==> src/rtl/pll_ctrl_pkg.sv <==
// Shared types and helpers for the PLL reset sequencer.
// Holds the sequencer state encoding and the counter width calculation.
package pll_ctrl_pkg;

    typedef enum logic [2:0] {
        RESET_PLL = 3'd0,
        WAIT_LOCK = 3'd1,
        STABLE    = 3'd2,
        RUN       = 3'd3,
        FAIL      = 3'd4
    } pll_state_e;

    // Width needed to count 0 .. max(a,b,c)-1, never narrower than one bit.
    function automatic int CNT_W(input int a, input int b, input int c);
        int m;
        m = a;
        if (b > m) m = b;
        if (c > m) m = c;
        return (m <= 2) ? 1 : $clog2(m);
    endfunction

endpackage

==> src/rtl/sync_2ff.sv <==
// Two-flop synchronizer for a single asynchronous status bit.
// Both flops clear to 0 on reset.
module sync_2ff (
    input  logic clk_i,
    input  logic rst_i,
    input  logic d_i,
    output logic q_o
);

    logic meta_q;
    logic sync_q;

    always_ff @(posedge clk_i or posedge rst_i) begin
        if (rst_i) begin
            meta_q <= 1'b0;
            sync_q <= 1'b0;
        end else begin
            meta_q <= d_i;
            sync_q <= meta_q;
        end
    end

    assign q_o = sync_q;

endmodule

==> src/rtl/pll_reset_ctrl.sv <==
// PLL reset sequencer: pulses the PLL reset, waits for qualified lock with
// retries on timeout, then releases the system reset. Runs on refclk only.
module pll_reset_ctrl
    import pll_ctrl_pkg::*;
#(
    parameter int RST_PULSE_CYCLES    = 16,
    parameter int LOCK_TIMEOUT_CYCLES = 50000,
    parameter int LOCK_STABLE_CYCLES  = 1024,
    parameter int MAX_RETRIES         = 7
) (
    input  logic       refclk,
    input  logic       rst,
    input  logic       pll_locked,
    input  logic       relock_req,
    output logic       pll_rst,
    output logic       sys_rst,
    output logic       ready,
    output logic       fail,
    output logic [2:0] retry_count
);

    localparam int CW = CNT_W(RST_PULSE_CYCLES, LOCK_TIMEOUT_CYCLES, LOCK_STABLE_CYCLES);

    localparam logic [CW-1:0] RST_LAST     = CW'(RST_PULSE_CYCLES - 1);
    localparam logic [CW-1:0] TIMEOUT_LAST = CW'(LOCK_TIMEOUT_CYCLES - 1);
    localparam logic [CW-1:0] STABLE_LAST  = CW'(LOCK_STABLE_CYCLES - 1);
    localparam logic [2:0]    MAX_R        = 3'(MAX_RETRIES);

    pll_state_e    state_q, state_d;
    logic [CW-1:0] cnt_q, cnt_d;
    logic [2:0]    retry_q, retry_d;
    logic          pll_rst_q, sys_rst_q, ready_q, fail_q;
    logic          locked_s;

    sync_2ff u_lock_sync (
        .clk_i (refclk),
        .rst_i (rst),
        .d_i   (pll_locked),
        .q_o   (locked_s)
    );

    always_comb begin
        state_d = state_q;
        retry_d = retry_q;
        cnt_d   = cnt_q + 1'b1;

        case (state_q)
            RESET_PLL: begin
                if (cnt_q == RST_LAST) state_d = WAIT_LOCK;
            end
            WAIT_LOCK: begin
                if (locked_s) begin
                    state_d = STABLE;
                end else if (cnt_q == TIMEOUT_LAST) begin
                    if (retry_q == MAX_R) begin
                        state_d = FAIL;
                    end else begin
                        retry_d = retry_q + 3'd1;
                        state_d = RESET_PLL;
                    end
                end
            end
            STABLE: begin
                // A dropout restarts the lock wait without charging a retry.
                if (!locked_s)                 state_d = WAIT_LOCK;
                else if (cnt_q == STABLE_LAST) state_d = RUN;
            end
            RUN: begin
                cnt_d = '0;
                if (!locked_s || relock_req) begin
                    retry_d = 3'd0;
                    state_d = RESET_PLL;
                end
            end
            FAIL: begin
                cnt_d = '0;
                if (relock_req) begin
                    retry_d = 3'd0;
                    state_d = RESET_PLL;
                end
            end
            default: begin
                retry_d = 3'd0;
                state_d = RESET_PLL;
            end
        endcase

        if (state_d != state_q) cnt_d = '0;
    end

    // Outputs are decoded from the next state so each changes on the entry edge.
    always_ff @(posedge refclk or posedge rst) begin
        if (rst) begin
            state_q   <= RESET_PLL;
            cnt_q     <= '0;
            retry_q   <= 3'd0;
            pll_rst_q <= 1'b1;
            sys_rst_q <= 1'b1;
            ready_q   <= 1'b0;
            fail_q    <= 1'b0;
        end else begin
            state_q   <= state_d;
            cnt_q     <= cnt_d;
            retry_q   <= retry_d;
            pll_rst_q <= (state_d == RESET_PLL);
            sys_rst_q <= (state_d != RUN);
            ready_q   <= (state_d == RUN);
            fail_q    <= (state_d == FAIL);
        end
    end

    assign pll_rst     = pll_rst_q;
    assign sys_rst     = sys_rst_q;
    assign ready       = ready_q;
    assign fail        = fail_q;
    assign retry_count = retry_q;

endmodule

==> config.mk <==
export PLATFORM = sky130hd
export DESIGN_NAME = pll_reset_ctrl
export DESIGN_NICKNAME = d
export VERILOG_FILES = /design/src/rtl/pll_ctrl_pkg.sv /design/src/rtl/sync_2ff.sv /design/src/rtl/pll_reset_ctrl.sv
export SDC_FILE = /design/constraint.sdc
export NUM_CORES = 1
export LEC_CHECK = 0
export CAP_MARGIN = 20
export CORE_MARGIN = 5
export CORE_UTILIZATION = 52
export DETAILED_ROUTE_END_ITERATION = 12
export PLACE_DENSITY_LB_ADDON = 0.15
export SLEW_MARGIN = 20
export SYNTH_ARGS = -nofsm -noshare
export SYNTH_HDL_FRONTEND = slang
export SYNTH_SLANG_ARGS = --single-unit
==> constraint.sdc <==
create_clock -name refclk -period 1.8 [get_ports refclk]
set_input_delay 0.36 -clock refclk [delete_from_list [all_inputs] [get_ports refclk]]
set_output_delay 0.36 -clock refclk [all_outputs]
set_load 0.02 [all_outputs]
==> run summary <==
Outcome: finished, final reports clean
Critical-path maximum fanout: 7
Rel. slew slack: 74.7%
Root Buffer: clkbuf_4
Compound-cell area share of the yosys netlist: 10.2%
Iteration-0 DRC Markers: 64
Starting density of the core: 54.4%
Post-Synthesis Cells: 133
Critical path type: flip-flop to flip-flop
Pins over their slew limit: 0
Yosys cell types: 46
Mux cell area share after synthesis: 0.744%
Antenna diode count: 0
Crit path time final: 1800 ps
Share of cells above drive strength 1: 34.1%
Post-Syn Area: 0.00151 mm^2
Worst setup EP type: flip-flop
Crit share post-route: 99.7%
Largest family of logic cells by synthesized area: simple AND/OR/NAND/NOR gates
Int Power: 0.00147 W
Slew @ Worst Pin: 376 ps
Synth-to-Final Area Change: 32.7%
Most instantiated cells after synthesis: dfrtp_1, nor2_1, nor3_1
Total of max-cap violations: 0
First-pass GRT wire length: 5440 um
Clk pwr share: 18.0%
Sw frac: 34.3%
Final hold viol count: 0
Maximum VDD drop: 0.919 mV
Comb pwr share: 46.9%
Pwr dens: 1110 mW/mm^2
Final #Nets: 181
Yosys warns: 0
Sequential share of the synthesized area: 46.4%
CP Data Required Time: 2030 ps
Largest net degree at the start of global routing: 29
Leakage component of the power: 0.875 nW
DR pass1 iterations: 4
Detailed Place HPWL: 2380 um
Simple-gate share of the synthesized area: 30.0%
Post-Synth Adder-Cell Area: 2.48%
Clock-pin slew on the worst setup and hold paths: 140 ps
Cts hold-fix bufs: 0
Area leader, netlist: dfrtp_1
Drt drc: 0
Final GP Congestion: 0.855
Die W: 64.0 um
FMAX: 557 MHz
Full die area: 0.00409 mm^2
Vias in the first global route: 1142
Xor and xnor area share after synthesis: 8.10%
Port buffer count: 10
Most area-consuming cells after synthesis: dfrtp_1, xor2_1, nor3_1, dfstp_2, xnor2_1
Yosys reg bits: 28
Worst Hold Class: input port to asynchronous set/reset pin
Post-synth top area share: 43.0%
Total wire length: 3080 um
Startpoint Class: flip-flop
Post-DR wirelength/cell: 15.1 um
Arrival time worst endpoint: 2020 ps
Net Count, Synth: 140
Clock Path Buffers: 2
# rows: 19
Avg Inst Size Synth: 11.4 um^2
Inserted Clock Buffers: 3
R2R cell count: 7
GRT Overall Usage: 16.6%
Endpoints failing setup: 0
Multi-input logic area: 852 um^2
Worst reg2reg startpoint: cnt_q[0]$_DFF_PP0_
Post-synth EDFFs: 0
Remaining antenna violation count: 0
Routed vias: 1161
CTS sink cnt: 28
Die height: 64.0 um
Register Area: 703 um^2
Insertion delay to the later sink of the worst-skew pair: 320 ps
Flop pwr share: 35.1%
# H-tree levels: 1
Overflow after GRT: 0
Fillers: 185
Core area: 0.00278 mm^2
Final Skew: 3.55 ps
Setup slack, reg-to-reg: 5 ps
IO Count: 11
Main synth FF type: dfrtp_1
Via density: 5.69
Hold slack: 362 ps
Total power: 0.00224 W
Total net switching power: 0.000767 W
Dominant cell by count in the synthesized netlist: dfrtp_1
Initial antenna violation count: 0
RSZ-0062 raised after global routing: yes
R2r endpoint: cnt_q[10]$_DFF_PP0_
CTS tree: yes
Asr flop ratio synth: 100%
## metal layers
layer	GRT usage, %	vias up	wire length, um
li1	-	570	-
met1	23.4	568	1480
met2	26.4	19	1490
met3	2.63	4	80
met4	4.94	0	30
met5	0	-	0
## state kept, by name, summed over array words and instances (netlist names)
name and flops:
retry_count 3, ready 1, fail 1, sys_rst 1, u_lock_sync.meta_q 1, pll_rst 1, state_q 3, cnt_q 16
u_lock_sync.q_o 1
## per-stage QoR
stage               TNS (ps)  setup slack (ps)  utilization, %  instances  cell area (um^2)
finish                     0              4.80            72.2        204              2010
global route           -1260             -96.4            72.2        204              2010
CTS                     -158             -30.5            71.2        204              1980
detailed placement      -278              -116            67.7        199              1880
global placement       -52.0             -34.3            67.7        199              1880
floorplan              -11.6             -6.06               -        133              1530
## cell families (layout without fill, tap and decap cells)
group                      Yosys count  count (layout)
xor gates and xnor gates            14              14
DFF                                 28              28
AOI/OAI and AO/OA                   17              17
buffers and inverters                6              46
and+or+nand+nor                     64              64
muxes                                1               1
adders and majority gates            3               3
## how the worst max path moves through the flow
stage	start	to	depth (start not counted)
floorplan	cnt_q[0]$_DFF_PP0_	cnt_q[1]$_DFF_PP0_	6
global placement	relock_req	cnt_q[1]$_DFF_PP0_	6
detailed placement	relock_req	cnt_q[1]$_DFF_PP0_	6
CTS	cnt_q[0]$_DFF_PP0_	cnt_q[10]$_DFF_PP0_	7
global route	cnt_q[0]$_DFF_PP0_	cnt_q[3]$_DFF_PP0_	7
finish	cnt_q[0]$_DFF_PP0_	cnt_q[10]$_DFF_PP0_	7
## cells in the final DEF, fill, tap and decap left out, types with 2 or more instances in the layout
cell type and n:
nand4_1 2, nor4_1 2, nand3_1 7, nand2_1 6
a21oi_1 2, nor4b_4 2, and4_1 2, dfstp_2 2
clkbuf_4 3, o21ai_0 2, and3_1 2, clkdlybuf4s50_1 7
dfrtp_1 26, buf_12 3, dlygate4sd2_1 2, nor4_2 2
a22o_1 2, ha_1 2, xor2_1 9, nor4b_2 2
o21ai_1 2, nand2b_1 3, buf_4 25, xnor2_1 5
inv_1 4, nor3_1 10, nor2_1 11
## power groups by stage
stage	Combinational [W]	Clock (W)	Sequential, W
floorplan	0.000566	0	0.000816
global placement	0.000934	0	0.000793
detailed placement	0.000957	0	0.000799
CTS	0.00102	0.000415	0.000785
global route	0.00115	0.000455	0.000797
finish	0.00105	0.000402	0.000784
## worst max-delay path, cell delays in order (launching register included)
cell and delay (ps):
dfrtp_1 420, ha_4 150, nor4b_4 260, nand4_4 190, o211a_4 320, nor3_4 150
buf_12 150, nor3_1 50
## layout make-up
type	count	share of cell area, %
Timing Repair Buffer	38	17.3
Tap cell	31	1.93
Multi-Input combinational cell	99	42.4
Clock inverter	1	1.49
Sequential cell	28	35.0
Inverter	4	0.747
Clock buffer	3	1.12
## timing repair
item,4_1_cts,5_1_grt
setup endpoints to repair,15,23
gates resized for setup,6,5
setup buffers,2,0
pin swaps,7,5
gates cloned,0,0
No activity file was read; power rests on OpenSTA's default activity.
